$ cat config.mk
export PLATFORM = sky130hd
export DESIGN_NAME = hazard_ctrl_unit_flat
export DESIGN_NICKNAME = d
export VERILOG_FILES = /design/src/rtl/hazard_pkg.sv /design/src/rtl/hazard_ctrl_unit_if.sv /design/src/rtl/hazard_detect.sv /design/src/rtl/hazard_ctrl_unit.sv /design/src/flat_wrapper.sv
export SDC_FILE = /design/constraint.sdc
export NUM_CORES = 1
export LEC_CHECK = 0
export CORE_AREA = 2 2 39 41
export CTS_CLUSTER_SIZE = 14
export DETAILED_ROUTE_END_ITERATION = 8
export DIE_AREA = 0 0 41 43
export PLACE_DENSITY = 0.73
export SYNTH_ARGS = -nofsm -noshare
export SYNTH_HDL_FRONTEND = slang
export SYNTH_HIERARCHICAL = 1
export SYNTH_SLANG_ARGS = --single-unit
$ cat constraint.sdc
create_clock -name CLK -period 3.3 [get_ports CLK]
set_input_delay 0.66 -clock CLK [delete_from_list [all_inputs] [get_ports CLK]]
set_output_delay 0.66 -clock CLK [all_outputs]
set_load 0.01 [all_outputs]
$ cat src/rtl/hazard_pkg.sv
// hazard_pkg: shared types and helpers for the ID/EX hazard controller.
package hazard_pkg;

  typedef enum logic [1:0] {
    RUN        = 2'd0,
    LOAD_STALL = 2'd1,
    FLUSH      = 2'd2
  } hz_state_t;

  // Conditional-branch major opcode, kept here for the decoder side.
  localparam logic [6:0] BEQ_OP = 7'b1100011;

  // Width of a down-counter that must hold the larger of the two sequence lengths.
  function automatic int cnt_width(input int load_lat, input int flush_depth);
    int m;
    m = (load_lat > flush_depth) ? load_lat : flush_depth;
    return $clog2(m + 1);
  endfunction

endpackage

$ cat src/rtl/hazard_ctrl_unit_if.sv
// hazard_ctrl_unit_if: pipeline-side signals seen by the hazard controller.
interface hazard_ctrl_unit_if #(
  parameter int REG_AW = 5
);
  logic              MEMREAD_ID_EX;
  logic [REG_AW-1:0] ARD_ID_EX;
  logic [REG_AW-1:0] ARS1_IF_ID;
  logic [REG_AW-1:0] ARS2_IF_ID;
  logic              USES_RS1;
  logic              USES_RS2;
  logic              BRANCH_EX;
  logic              BEQ_WRONG_PRED;
  logic              EXT_STALL;
  logic              STALL;
  logic              MUX_SEL;
  logic              PCWRITE;
  logic              FLUSH_IF_ID;
  logic              REDIRECT;

  // Pipeline side: supplies decode/EX status, consumes the control outputs.
  modport master (
    output MEMREAD_ID_EX, ARD_ID_EX, ARS1_IF_ID, ARS2_IF_ID,
    output USES_RS1, USES_RS2, BRANCH_EX, BEQ_WRONG_PRED, EXT_STALL,
    input  STALL, MUX_SEL, PCWRITE, FLUSH_IF_ID, REDIRECT
  );

  // Hazard controller side.
  modport slave (
    input  MEMREAD_ID_EX, ARD_ID_EX, ARS1_IF_ID, ARS2_IF_ID,
    input  USES_RS1, USES_RS2, BRANCH_EX, BEQ_WRONG_PRED, EXT_STALL,
    output STALL, MUX_SEL, PCWRITE, FLUSH_IF_ID, REDIRECT
  );
endinterface

$ cat src/rtl/hazard_detect.sv
// hazard_detect: combinational load-use match between the ID/EX load and the
// operands of the instruction being decoded. x0 and unused operands never match.
module hazard_detect #(
  parameter int REG_AW = 5
) (
  input  logic              memread_i,
  input  logic [REG_AW-1:0] ard_i,
  input  logic [REG_AW-1:0] ars1_i,
  input  logic [REG_AW-1:0] ars2_i,
  input  logic              uses_rs1_i,
  input  logic              uses_rs2_i,
  output logic              hz_o
);
  logic rs1_hit;
  logic rs2_hit;

  assign rs1_hit = uses_rs1_i & (ard_i == ars1_i);
  assign rs2_hit = uses_rs2_i & (ard_i == ars2_i);
  assign hz_o    = memread_i & (ard_i != '0) & (rs1_hit | rs2_hit);
endmodule

$ cat src/rtl/hazard_ctrl_unit.sv
// hazard_ctrl_unit: multi-cycle load-use stall and sequenced mispredict flush
// between ID and EX, with a global external freeze.
// Optional STALL_CNT/FLUSH_CNT performance counters: define HAZARD_PERF_CNT_EN.
module hazard_ctrl_unit
  import hazard_pkg::*;
#(
  parameter int REG_AW      = 5,
  parameter int LOAD_LAT    = 1,
  parameter int FLUSH_DEPTH = 1
) (
  input  logic        CLK,
  input  logic        RST,
  hazard_ctrl_unit_if.slave bus
`ifdef HAZARD_PERF_CNT_EN
  ,
  output logic [31:0] STALL_CNT,
  output logic [31:0] FLUSH_CNT
`endif
);
  localparam int CW = cnt_width(LOAD_LAT, FLUSH_DEPTH);

  // Where a mispredict or a load-use hazard sends the FSM; a length of 1 is
  // handled entirely by the single RUN cycle.
  localparam hz_state_t      MP_STATE = (FLUSH_DEPTH > 1) ? FLUSH : RUN;
  localparam logic [CW-1:0]  MP_CNT   = (FLUSH_DEPTH > 1) ? CW'(FLUSH_DEPTH - 1) : '0;
  localparam hz_state_t      HZ_STATE = (LOAD_LAT > 1) ? LOAD_STALL : RUN;
  localparam logic [CW-1:0]  HZ_CNT   = (LOAD_LAT > 1) ? CW'(LOAD_LAT - 1) : '0;
  localparam logic [CW-1:0]  CNT_ONE  = CW'(1);

  hz_state_t     state_q, state_d;
  logic [CW-1:0] cnt_q, cnt_d;
  logic          hz;
  logic          mp;

  hazard_detect #(.REG_AW(REG_AW)) u_detect (
    .memread_i  (bus.MEMREAD_ID_EX),
    .ard_i      (bus.ARD_ID_EX),
    .ars1_i     (bus.ARS1_IF_ID),
    .ars2_i     (bus.ARS2_IF_ID),
    .uses_rs1_i (bus.USES_RS1),
    .uses_rs2_i (bus.USES_RS2),
    .hz_o       (hz)
  );

  assign mp = bus.BRANCH_EX & bus.BEQ_WRONG_PRED;

  // State and counter registers.
  // NOTE: sequential state uses non-blocking (<=) so every flop samples pre-edge values.
  always_ff @(posedge CLK or posedge RST) begin
    if (RST) begin
      state_q <= RUN;
      cnt_q   <= '0;
    end else begin
      state_q <= state_d;
      cnt_q   <= cnt_d;
    end
  end

  // Next-state: EXT_STALL freezes everything; mispredict outranks a load-use hazard.
  always_comb begin
    // NOTE: defaults first so no path leaves a variable unassigned (no latch).
    state_d = state_q;
    cnt_d   = cnt_q;
    if (!bus.EXT_STALL) begin
      unique case (state_q)
        RUN: begin
          if (mp) begin
            state_d = MP_STATE;
            cnt_d   = MP_CNT;
          end else if (hz) begin
            state_d = HZ_STATE;
            cnt_d   = HZ_CNT;
          end
        end
        LOAD_STALL: begin
          if (mp) begin
            state_d = MP_STATE;
            cnt_d   = MP_CNT;
          end else if (cnt_q == CNT_ONE) begin
            state_d = RUN;
            cnt_d   = '0;
          end else begin
            cnt_d = cnt_q - CNT_ONE;
          end
        end
        FLUSH: begin
          if (cnt_q == CNT_ONE) begin
            state_d = RUN;
            cnt_d   = '0;
          end else begin
            cnt_d = cnt_q - CNT_ONE;
          end
        end
        default: begin
          state_d = RUN;
          cnt_d   = '0;
        end
      endcase
    end
  end

  // Outputs: all low in reset, freeze pattern on EXT_STALL, otherwise per state.
  always_comb begin
    bus.STALL       = 1'b0;
    bus.MUX_SEL     = 1'b0;
    bus.PCWRITE     = 1'b0;
    bus.FLUSH_IF_ID = 1'b0;
    bus.REDIRECT    = 1'b0;
    if (RST) begin
      bus.PCWRITE = 1'b0;
    end else if (bus.EXT_STALL) begin
      bus.STALL = 1'b1;
    end else begin
      unique case (state_q)
        RUN: begin
          if (mp) begin
            bus.REDIRECT    = 1'b1;
            bus.FLUSH_IF_ID = 1'b1;
            bus.MUX_SEL     = 1'b1;
            bus.PCWRITE     = 1'b1;
          end else if (hz) begin
            bus.STALL   = 1'b1;
            bus.MUX_SEL = 1'b1;
          end else begin
            bus.PCWRITE = 1'b1;
          end
        end
        LOAD_STALL: begin
          if (mp) begin
            bus.REDIRECT    = 1'b1;
            bus.FLUSH_IF_ID = 1'b1;
            bus.MUX_SEL     = 1'b1;
            bus.PCWRITE     = 1'b1;
          end else begin
            bus.STALL   = 1'b1;
            bus.MUX_SEL = 1'b1;
          end
        end
        FLUSH: begin
          bus.FLUSH_IF_ID = 1'b1;
          bus.PCWRITE     = 1'b1;
        end
        default: bus.PCWRITE = 1'b0;
      endcase
    end
  end

`ifdef HAZARD_PERF_CNT_EN
  // Free-running wrap-around counters of real stall cycles and redirects.
  always_ff @(posedge CLK or posedge RST) begin
    if (RST) begin
      STALL_CNT <= '0;
      FLUSH_CNT <= '0;
    end else begin
      if (bus.STALL && !bus.EXT_STALL) STALL_CNT <= STALL_CNT + 32'd1;
      if (bus.REDIRECT)                FLUSH_CNT <= FLUSH_CNT + 32'd1;
    end
  end
`endif

endmodule
$ cat src/flat_wrapper.sv
// flat-port wrapper written by rule: the top's interface ports become plain ports
module hazard_ctrl_unit_flat import hazard_pkg::*;
#(
  parameter int REG_AW      = 5,
  parameter int LOAD_LAT    = 1,
  parameter int FLUSH_DEPTH = 1
)
  (CLK, RST, bus_MEMREAD_ID_EX, bus_ARD_ID_EX, bus_ARS1_IF_ID, bus_ARS2_IF_ID, bus_USES_RS1, bus_USES_RS2, bus_BRANCH_EX, bus_BEQ_WRONG_PRED, bus_EXT_STALL, bus_STALL, bus_MUX_SEL, bus_PCWRITE, bus_FLUSH_IF_ID, bus_REDIRECT);
  hazard_ctrl_unit_if #(.REG_AW(REG_AW)) bus_i ();
  input  logic CLK;
  input  logic RST;
  input wire logic [$bits(bus_i.MEMREAD_ID_EX)-1:0] bus_MEMREAD_ID_EX;
  input wire logic [$bits(bus_i.ARD_ID_EX)-1:0] bus_ARD_ID_EX;
  input wire logic [$bits(bus_i.ARS1_IF_ID)-1:0] bus_ARS1_IF_ID;
  input wire logic [$bits(bus_i.ARS2_IF_ID)-1:0] bus_ARS2_IF_ID;
  input wire logic [$bits(bus_i.USES_RS1)-1:0] bus_USES_RS1;
  input wire logic [$bits(bus_i.USES_RS2)-1:0] bus_USES_RS2;
  input wire logic [$bits(bus_i.BRANCH_EX)-1:0] bus_BRANCH_EX;
  input wire logic [$bits(bus_i.BEQ_WRONG_PRED)-1:0] bus_BEQ_WRONG_PRED;
  input wire logic [$bits(bus_i.EXT_STALL)-1:0] bus_EXT_STALL;
  output wire logic [$bits(bus_i.STALL)-1:0] bus_STALL;
  output wire logic [$bits(bus_i.MUX_SEL)-1:0] bus_MUX_SEL;
  output wire logic [$bits(bus_i.PCWRITE)-1:0] bus_PCWRITE;
  output wire logic [$bits(bus_i.FLUSH_IF_ID)-1:0] bus_FLUSH_IF_ID;
  output wire logic [$bits(bus_i.REDIRECT)-1:0] bus_REDIRECT;
  assign bus_i.MEMREAD_ID_EX = bus_MEMREAD_ID_EX;
  assign bus_i.ARD_ID_EX = bus_ARD_ID_EX;
  assign bus_i.ARS1_IF_ID = bus_ARS1_IF_ID;
  assign bus_i.ARS2_IF_ID = bus_ARS2_IF_ID;
  assign bus_i.USES_RS1 = bus_USES_RS1;
  assign bus_i.USES_RS2 = bus_USES_RS2;
  assign bus_i.BRANCH_EX = bus_BRANCH_EX;
  assign bus_i.BEQ_WRONG_PRED = bus_BEQ_WRONG_PRED;
  assign bus_i.EXT_STALL = bus_EXT_STALL;
  assign bus_STALL = bus_i.STALL;
  assign bus_MUX_SEL = bus_i.MUX_SEL;
  assign bus_PCWRITE = bus_i.PCWRITE;
  assign bus_FLUSH_IF_ID = bus_i.FLUSH_IF_ID;
  assign bus_REDIRECT = bus_i.REDIRECT;
  hazard_ctrl_unit #(.REG_AW(REG_AW), .LOAD_LAT(LOAD_LAT), .FLUSH_DEPTH(FLUSH_DEPTH)) u_core (.CLK(CLK), .RST(RST), .bus(bus_i));
endmodule
==> summary.txt, run 1 <==
Setup path
  – Endpoint of the worst-slack reg-to-reg timing path: u_core/state_q[1]
  – Data required time of the worst path: 2.64 ns
  – Critical Path Fanout Max: 3
  – Critical Path Start Type: input port
  – Category of the worst setup path capture point: primary output
  – Critical Path End: bus_PCWRITE
  – Critical R2R Launch: u_core/state_q[1]
  – CP Class: in2out
  – Number of cells on the worst reg-to-reg path: 5
  – Timing startpoint of the critical path: bus_ARD_ID_EX[0]
  – Arrival @ worst endpoint: 2.57 ns
  – Register-to-register path setup slack: 1.91 ns

Routing
  – WL/cell: 11.36 um
  – Final WL: 1.181 mm
  – Remaining design rule violation count: 0
  – Vias per inst: 4.798
  – Remaining number of nets flagged by the antenna check after routing: 0
  – Iter 0 DRT Violations: 9
  – Number of vias after detailed routing: 499
  – First-pass detailed-route iteration total: 2

Placement
  – DP HPWL: 948.5 um
  – Placed cells: 100
  – Routability cong.: 0.7635
  – Number of buffers added on ports: 27

CTS
  – Number of H-tree branching levels: 1
  – CTS Sinks: 3
  – Clock Root Buffer: sky130_fd_sc_hd__clkbuf_4
  – Total of hold buffers inserted after clock tree synthesis: 0
  – Clock buffers created by TritonCTS: 3
  – TritonCTS clock tree: yes
  – Clock input transition at the sequential cells of the worst setup and hold paths: 0.04 ns
  – Later-pin clock latency in the skew report: 0.23 ns
  – Deepest clock path buffer count: 2

Logic synthesis
  – Main combinational cell family by area after synthesis: XOR/XNOR gates
  – Library cell with the highest instance count after synthesis: sky130_fd_sc_hd__xor2_1
  – Total of flip-flops plus latches after synthesis: 3
  – Fraction of synthesized cell area taken by the top area cell type: 0.1734
  – Post-synth top cells: sky130_fd_sc_hd__xor2_1 (8), sky130_fd_sc_hd__a21oi_1 (6), sky130_fd_sc_hd__ha_1 (5), sky130_fd_sc_hd__nor2_1 (5), sky130_fd_sc_hd__inv_1 (4)
  – Part of the Yosys area used for sequential elements: 0.1734
  – Number of warning messages in the yosys log: 6
  – Average instance area after synthesis: 8.168 um^2
  – Multiplexer area fraction after synthesis: 0.04913
  – Main synth FF type: sky130_fd_sc_hd__dfrtp_1
  – Post-synthesis share of cell area spent on full adders, half adders and majority gates: 0.1445
  – Top cells by area, synth: sky130_fd_sc_hd__dfrtp_1 (17%), sky130_fd_sc_hd__xor2_1 (16%), sky130_fd_sc_hd__ha_1 (14%), sky130_fd_sc_hd__a21oi_1 (6.9%), sky130_fd_sc_hd__nor2_1 (4.3%)
  – Post-synthesis simple-gate area fraction: 0.1936
  – Syn Std Cell Area: 432.9 um^2
  – Net count after synthesis: 81
  – Post-Syn Instances: 53
  – Number of enable-type register cells in the synthesized netlist: 0
  – Synth Area in Compound Gates: 0.2023
  – Share of async-settable or async-resettable flops after synthesis: 1.000
  – Synth unique cells: 24
  – Leading area contributor after synthesis: sky130_fd_sc_hd__dfrtp_1
  – Xor-xnor portion of the synthesized cell area: 0.2023

Floorplanning
  – Die span in y: 43 um
  – Number of cell rows: 14
  – Core area: 1384 um^2
  – Die area: 1763 um^2
  – Number of top-level pins: 28
  – Initial standard-cell utilization of the core: 0.3128
  – Die outline width: 41 um

Power
  – Static leakage: 0.3467 nW
  – Power per Cell Area: 208.1 nW/um^2
  – Peak supply drop: 0.1666 mV

Layout
  – Filler cell count in the final layout: 137
  – Number of non-filler instances in the completed layout: 104
  – Fraction of layout instances using a drive strength above 1: 0.1705
  – Number of diodes added for antenna fixing: 0
  – Core utilization of the finished layout: 0.5687
  – Count of nets after finishing: 117
  – Relative area change from synthesis to final layout: 81.79%

Global route
  – Antenna violations before repair: 0
  – Aggregate global-route resource usage: 0.1559
  – GR Overflow Total: 0
  – Pin count of the biggest net entering global routing: 6
  – Via count of the first global-routing pass: 500
  – Wire length of the first global-routing pass: 1.814 mm

STA
  – Total count of max-transition violations in the final report: 0
  – Final count of hold timing violations: 0
  – Slew at the pin closest to its max-slew limit: 0.2541 ns
  – Setup TNS after final layout: 0 ns
  – Worst slew margin relative to its limit: 0.8298
  – RSZ-0062 raised after global routing: no
  – Time the final worst path needs with I/O delays and setup: 3.230 ns
  – Setup Viol. Count Final: 0
  – FMAX: 0.3096 GHz
  – Fin crit share: 0.9789
  – Clock Skew: 0.002143 ns

Hold path
  – Path type of the worst min-delay path: reg2reg

Run status
  – Outcome: finished clean

Flow run
  – Max-cap check violation count: 0
through the flow:
step                      setup WS, ns   power (W)  area (um^2)  hold slack, ns
after global placement         -0.1705   0.0001001        753.2          0.5098
final                          0.06961   0.0001638        787.0          0.5202
after detailed placement       -0.2050   0.0001007        753.2          0.5162
after CTS                      0.07689   0.0001687        787.0          0.5242
after floorplan                 0.8463  0.00005758        432.9          0.4136
after global routing          0.002313   0.0001744        787.0          0.5673
registers in the layout, indices dropped and copies added, names as in the netlist:
| register | cells |
|---|---|
| u_core/cnt_q | 1 |
| u_core/state_q | 2 |
power by group:
group,switching [W],internal (W),leakage [nW]
logic,0.0000241,0.0000391,0.290
registers,0.0000000147,0.0000370,0.0419
clock network,0.0000183,0.0000453,0.0150
total,0.0000424,0.000121,0.347
kinds of logic after synthesis:
kind of cell / after synthesis
AO/OA/AOI/OAI: 14
buffers and inverters: 4
adder cells (fa/ha/maj): 5
AND/OR/NAND/NOR: 15
XOR/XNOR: 10
flip-flops: 3
multiplexers: 2
worst min path at each step:
| stage | startpoint | to | slack, ns | depth (start not counted) |
|---|---|---|---|---|
| after detailed placement | u_core/cnt_q | u_core/cnt_q | 0.52 | 2 |
| after CTS | u_core/cnt_q | u_core/cnt_q | 0.52 | 2 |
| final | u_core/cnt_q | u_core/cnt_q | 0.52 | 2 |
| after global placement | u_core/cnt_q | u_core/cnt_q | 0.51 | 2 |
| after floorplan | RST | u_core/cnt_q | 0.41 | 1 |
| after global routing | u_core/cnt_q | u_core/cnt_q | 0.57 | 2 |
cell type report:
type	instances	area, um^2	share of cell area
clock buffers	4	26.28	0.03339
multi-input cells	46	356.6	0.4531
well taps	16	20.02	0.02544
inverters	4	15.01	0.01908
repair buffers	31	294.0	0.3736
flip-flops and latches	3	75.07	0.09539
critical path: stages:
cell and delay [ns]:
sky130_fd_sc_hd__clkdlybuf4s50_1 0.45, sky130_fd_sc_hd__xor2_1 0.19, sky130_fd_sc_hd__nor4_2 0.30, sky130_fd_sc_hd__nand3_1 0.14, sky130_fd_sc_hd__a21oi_2 0.20, sky130_fd_sc_hd__nand2b_1 0.13, sky130_fd_sc_hd__a21oi_1 0.06, sky130_fd_sc_hd__o21a_1 0.16
sky130_fd_sc_hd__dlygate4sd2_1 0.27
layer usage:
metal / up-vias / track usage / part of all wire / wire [um]
li1: 256 / - / - / -
met1: 232 / 0.1521 / 0.40 / 478
met2: 11 / 0.2656 / 0.56 / 667
met3: 0 / 0.03141 / 0.029 / 34
met4: 0 / 0.1133 / 0 / 0
met5: - / 0 / 0 / 0
layout by cell type, fill, tap and decap left out:
cell type                         instances
sky130_fd_sc_hd__o211ai_1                 1
sky130_fd_sc_hd__or4_1                    1
sky130_fd_sc_hd__dfrtp_1                  3
sky130_fd_sc_hd__nand3_1                  2
sky130_fd_sc_hd__clkdlybuf4s50_1         22
sky130_fd_sc_hd__mux2_2                   1
sky130_fd_sc_hd__clkbuf_4                 3
sky130_fd_sc_hd__buf_4                    4
sky130_fd_sc_hd__nor3_1                   1
sky130_fd_sc_hd__nor4_2                   2
sky130_fd_sc_hd__dlygate4sd2_1            5
sky130_fd_sc_hd__xnor2_1                  2
sky130_fd_sc_hd__ha_1                     5
sky130_fd_sc_hd__nand2_1                  2
sky130_fd_sc_hd__inv_1                    4
sky130_fd_sc_hd__mux2i_1                  1
sky130_fd_sc_hd__o21ai_0                  1
sky130_fd_sc_hd__a21oi_2                  2
sky130_fd_sc_hd__nor2_1                   5
sky130_fd_sc_hd__xor2_1                   8
sky130_fd_sc_hd__a21boi_1                 1
sky130_fd_sc_hd__o21ai_2                  1
sky130_fd_sc_hd__o21a_1                   2
sky130_fd_sc_hd__a21o_2                   1
sky130_fd_sc_hd__nor3_2                   1
sky130_fd_sc_hd__clkbuf_1                 1
sky130_fd_sc_hd__a21oi_1                  5
sky130_fd_sc_hd__nand2b_1                 1
what timing repair did:
action | CTS | global route
setup buffers | 0 | 0
setup endpoints to repair | 3 | 1
gates resized for setup | 8 | 0
pin swaps | 2 | 2
Power figures use the tool's default switching activity.
==> run 2, diff against run 1 <==
CTS_CLUSTER_DIAMETER = 200   (was unset)
SLEW_MARGIN = 15   (was unset)
==> results of run 2 <==
No change in the layout: final DEF, timing and power equal those of run 1.
==> run 3, diff against run 2 <==
SLEW_MARGIN = 30   (was 15)
clock period = 3.8 ns   (was 3.3 ns; I/O delays follow)
==> summary.txt, run 3 (synthesis results as in run 1) <==
Routing
  – Iter 0 DRT Violations: 0 (-9)
  – First-pass detailed-route iteration total: 1 (-1)
  – Remaining design rule violation count: 0 (unchanged)
  – Number of vias after detailed routing: 477 (-4.4%)
  – WL/cell: 11.49 um (+1.2%)
  – Remaining number of nets flagged by the antenna check after routing: 0 (unchanged)
  – Final WL: 1.149 mm (-2.7%)
  – Vias per inst: 4.770 (-0.59%)

Floorplanning
  – Number of top-level pins: 28 (unchanged)
  – Core area: 1384 um^2 (unchanged)
  – Die area: 1763 um^2 (unchanged)
  – Initial standard-cell utilization of the core: 0.3128 (unchanged)
  – Die outline width: 41 um (unchanged)
  – Number of cell rows: 14 (unchanged)
  – Die span in y: 43 um (unchanged)

Layout
  – Count of nets after finishing: 113 (-3.4%)
  – Number of diodes added for antenna fixing: 0 (unchanged)
  – Largest registers ranked by flip-flop count: u_core/state_q x2, u_core/cnt_q x1
  – Filler cell count in the final layout: 131 (-4.4%)
  – Most common cell after layout, fill and taps aside: sky130_fd_sc_hd__clkdlybuf4s50_1
  – Most frequent cells in the layout: sky130_fd_sc_hd__clkdlybuf4s50_1 (26), sky130_fd_sc_hd__xor2_1 (8), sky130_fd_sc_hd__a21oi_1 (5), sky130_fd_sc_hd__nor2_1 (5), sky130_fd_sc_hd__ha_1 (5)
  – Largest register FFs: 2 (unchanged)
  – Core utilization of the finished layout: 0.5515 (-0.01718)
  – Relative area change from synthesis to final layout: 76.30%
  – Fraction of layout instances using a drive strength above 1: 0.1310 (-0.03950)
  – Biggest register: u_core/state_q

STA
  – Slew at the pin closest to its max-slew limit: 0.2593 ns (+0.005162 ns)
  – Setup TNS after final layout: 0 ns (unchanged)
  – Fin crit share: 0.9819
  – Time the final worst path needs with I/O delays and setup: 3.731 ns
  – Worst slew margin relative to its limit: 0.8264 (-0.003457)
  – RSZ-0062 raised after global routing: no
  – Final count of hold timing violations: 0 (unchanged)
  – Total count of max-transition violations in the final report: 0 (unchanged)
  – Tightest hold margin: 0.5228 ns (+0.002616 ns)
  – FMAX: 0.2680 GHz
  – Setup Viol. Count Final: 0 (unchanged)
  – Clock Skew: 0.0004852 ns (-0.001657 ns)

Setup path
  – Buf+Inv Stages, Crit Path: 2 (unchanged)
  – Endpoint of the worst-slack reg-to-reg timing path: u_core/state_q[0]
  – Critical path, cell by cell: clkdlybuf4s50_1, or4_4, o21ai_2, a21oi_2, nand2b_1, a21oi_1, o21a_1, clkdlybuf4s50_1
  – CP Class: in2out
  – Data required time of the worst path: 3.04 ns (+0.40 ns)
  – Number of cells on the worst reg-to-reg path: 5 (unchanged)
  – Slowest cell on crit path: sky130_fd_sc_hd__or4_4
  – Register-to-register path setup slack: 2.41 ns (+0.50 ns)
  – Kind of cell adding the most delay to the critical path: buffers and inverters
  – Stages on the worst setup path: 8 (-1)
  – Maximum single-stage delay on the critical path: 0.57 ns (+0.12 ns)
  – Arrival @ worst endpoint: 2.97 ns (+0.40 ns)
  – Category of the worst setup path capture point: primary output
  – Timing startpoint of the critical path: bus_ARD_ID_EX[0]
  – Critical Path Start Type: input port
  – Critical Path Fanout Max: 3 (unchanged)
  – Most common cell type on the critical path: sky130_fd_sc_hd__clkdlybuf4s50_1
  – Critical R2R Launch: u_core/state_q[1]
  – Critical Path End: bus_PCWRITE

CTS
  – Deepest clock path buffer count: 2 (unchanged)
  – Number of H-tree branching levels: 1 (unchanged)
  – Clock buffers created by TritonCTS: 3 (unchanged)
  – TritonCTS clock tree: yes
  – Clock input transition at the sequential cells of the worst setup and hold paths: 0.03 ns (about the same)
  – CTS Sinks: 3 (unchanged)
  – Later-pin clock latency in the skew report: 0.23 ns (about the same)
  – Clock Root Buffer: sky130_fd_sc_hd__clkbuf_4

Global route
  – Pin count of the biggest net entering global routing: 6 (unchanged)
  – Wire length of the first global-routing pass: 1.938 mm (+6.8%)
  – Antenna violations before repair: 0 (unchanged)
  – GR Overflow Total: 0 (unchanged)
  – Aggregate global-route resource usage: 0.1532 (-0.002710)
  – Via count of the first global-routing pass: 504 (+0.80%)

Run status
  – Outcome: finished clean

Flow run
  – Max-cap check violation count: 0 (unchanged)

Placement
  – Routability cong.: 0.7892 (+3.4%)
  – Number of buffers added on ports: 27 (unchanged)
  – DP HPWL: 963.2 um (+1.5%)

Hold path
  – Path type of the worst min-delay path: reg2reg

Power
  – Static leakage: 0.3247 nW (-6.3%)
  – Power per Cell Area: 181.9 nW/um^2 (-13%)
  – Peak supply drop: 0.1413 mV (-15%)
  – Power after layout: 0.0001388 W (-15%)
[run 3: worst min-delay path by stage]
stage / slack, ns / cells after the start / to / from
CTS: 0.53 / 2 / u_core/cnt_q / u_core/cnt_q
global route: 0.56 / 2 / u_core/cnt_q / u_core/cnt_q
finish: 0.52 / 2 / u_core/cnt_q / u_core/cnt_q
detailed placement: 0.52 / 2 / u_core/cnt_q / u_core/cnt_q
global placement: 0.51 / 2 / u_core/cnt_q / u_core/cnt_q
floorplan: 0.49 / 2 / u_core/cnt_q / u_core/cnt_q
[run 3: timing repair]
item	4_1_cts	5_1_grt
buffers inserted	0	0
hold buffers	0	0
setup endpoints to repair	0	3
gates resized for setup	0	4
[run 3: metrics by stage]
stage | instance area (um^2) | std cells | setup WS, ns
finish | 763.2 | 100 | 0.06887
CTS | 749.5 | 100 | 0.06303
floorplan | 432.9 | 53 | 1.146
detailed placement | 723.2 | 96 | 0.06676
global route | 763.2 | 100 | 0.005735
global placement | 723.2 | 96 | 0.08319
[run 3: area by class of cell]
cell class                 count  area [um^2]  area share
tap                           16        20.02     0.02623
timing repair buffer          27        272.8      0.3574
clock buffer                   4        26.28     0.03443
inverter                       4        15.01     0.01967
multi-input combinational     46        354.1      0.4639
sequential                     3        75.07     0.09836
[run 3: tightest hold or removal path, stage by stage (launching register included)]
cell,delay (ns)
sky130_fd_sc_hd__dfrtp_1,0.35
sky130_fd_sc_hd__inv_1,0.06
sky130_fd_sc_hd__mux2i_1,0.07
[run 3: where the power goes]
| group | internal (W) | total, W | switching [W] |
|---|---|---|---|
| combinational | 0.0000330 | 0.0000525 | 0.0000194 |
| sequential | 0.0000322 | 0.0000322 | 0.0000000132 |
| clock | 0.0000392 | 0.0000541 | 0.0000149 |
| total | 0.000104 | 0.000139 | 0.0000343 |
[run 3: routing by layer]
layer  global-route usage  wire length [um]  up-vias
li1                     -                 -      246
met1               0.1889               470      222
met2               0.2625               616        9
met3             0.005236                62        0
met4              0.06000                 0        0
met5                    0                 0        -
==> edit: new RTL, config.mk and constraints of run 3 <==
Re-encode `hz_state_t` (3 states) as one-hot, 3 bits wide.
--- a/src/rtl/hazard_pkg.sv
+++ b/src/rtl/hazard_pkg.sv
@@ -1,10 +1,10 @@
 // hazard_pkg: shared types and helpers for the ID/EX hazard controller.
 package hazard_pkg;
 
-  typedef enum logic [1:0] {
-    RUN        = 2'd0,
-    LOAD_STALL = 2'd1,
-    FLUSH      = 2'd2
+  typedef enum logic [2:0] {
+    RUN        = 3'b001,
+    LOAD_STALL = 3'b010,
+    FLUSH      = 3'b100
   } hz_state_t;
 
   // Conditional-branch major opcode, kept here for the decoder side.
Formal check against the unedited RTL: no difference found for any inputs over 10 cycles, from zero or initial values and one cycle with RST high; not proved beyond that.
==> edit against run 3 <==
Sequential cell count up 1. Wire length grew 19%. Critical endpoint unchanged. Synthesized area increased by 9.5%. Maximum frequency grew 8.6%. First-iteration DRC count grew 7. Power is 15% higher. Final area grew 4.6%. Setup slack better by 300 ps.
==> edit: results (changes against run 3) <==
Worst Tran Pin Value: 250 ps (-9.01 ps)
Max layer used: met4
Syn Area/Cell: 8.18 µm² (about the same)
Worst skew pair latency: 250 ps (+20 ps)
Drt wl/cell: 13.0 µm (+13%)
GPL Wtd Cong: 0.847 (+7.3%)
Post-DP HPWL: 1080 µm (+12%)
Logic pwr share: 34.3% (-3.5 points)
Arrival @ worst endpoint: 2680 ps (-290 ps)
Outcome: finished, final reports clean
Gr usage total: 19.8% (+4.5 points)
Synth top area cells: dfrtp_1 (16%), xor2_1 (15%), a21oi_1 (6.3%)
Reg2reg setup slack: 2650 ps (+240 ps)
Pin count of the biggest net entering global routing: 10 (+4)
Worst slack, placed: -23.3 ps (-90.1 ps)
Vias: 561 (+18%)
# fillers: 136 (+3.8%)
Crit path from: bus_ARD_ID_EX[3]
Vias in the first global route: 526 (+4.4%)
First-pass GRT wire length: 2300 µm (+19%)
Cts repair resizes: 1 (+1)
DRT met1 WL: 605 µm (+29%)
Register area share after synthesis: 21.4% (+4.0 points)
Worst Path Max Fanout: 4 (+1)
CP max-delay cell: clkdlybuf4s50_1
Starting DRT DRC Count: 7 (+7)
Crit path max-delay family: compound AO/OA/AOI/OAI gates
P_clk: 0.0000605 W (+12%)
Post-DP Area: 761 µm² (+5.2%)
Drt first pass iters: 4 (+3)
WL met2: 665 µm (+8.0%)
Max IR drop VDD: 0.151 mV (+7.1%)
Clock Skew: 2.29 ps (+1.80 ps)
==> edit: changes by cell type in the layout (fill, tap and decap cells not counted), moves of 2 or more <==
cell             before  now
ha_1                  5    0
nor2_1                5    2
a31oi_1               0    2
clkdlybuf4s50_1      26   24
dlymetal6s2s_1        1    3
nor3_1                1    3
o22ai_1               0    2
==> edit: layout make-up <==
| type | count | area [µm²] | area share, % |
|---|---|---|---|
| clock buffers | 4 | 26.3 | 3.29 |
| inverters | 3 | 11.3 | 1.41 |
| multi-input cells | 50 | 354 | 44.4 |
| flip-flops and latches | 4 | 101 | 12.7 |
| well taps | 16 | 20.0 | 2.51 |
| repair buffers | 28 | 285 | 35.7 |
==> edit: cells by family (layout without fill, tap and decap cells) <==
family                 Yosys count  in the layout  synth area share, %
buffers and inverters            4             35                 4.75
XOR/XNOR                        10             10                 18.5
flip-flops                       4              4                 21.4
AND/OR/NAND/NOR                 21             21                 29.0
AO/OA/AOI/OAI                   19             19                 26.4
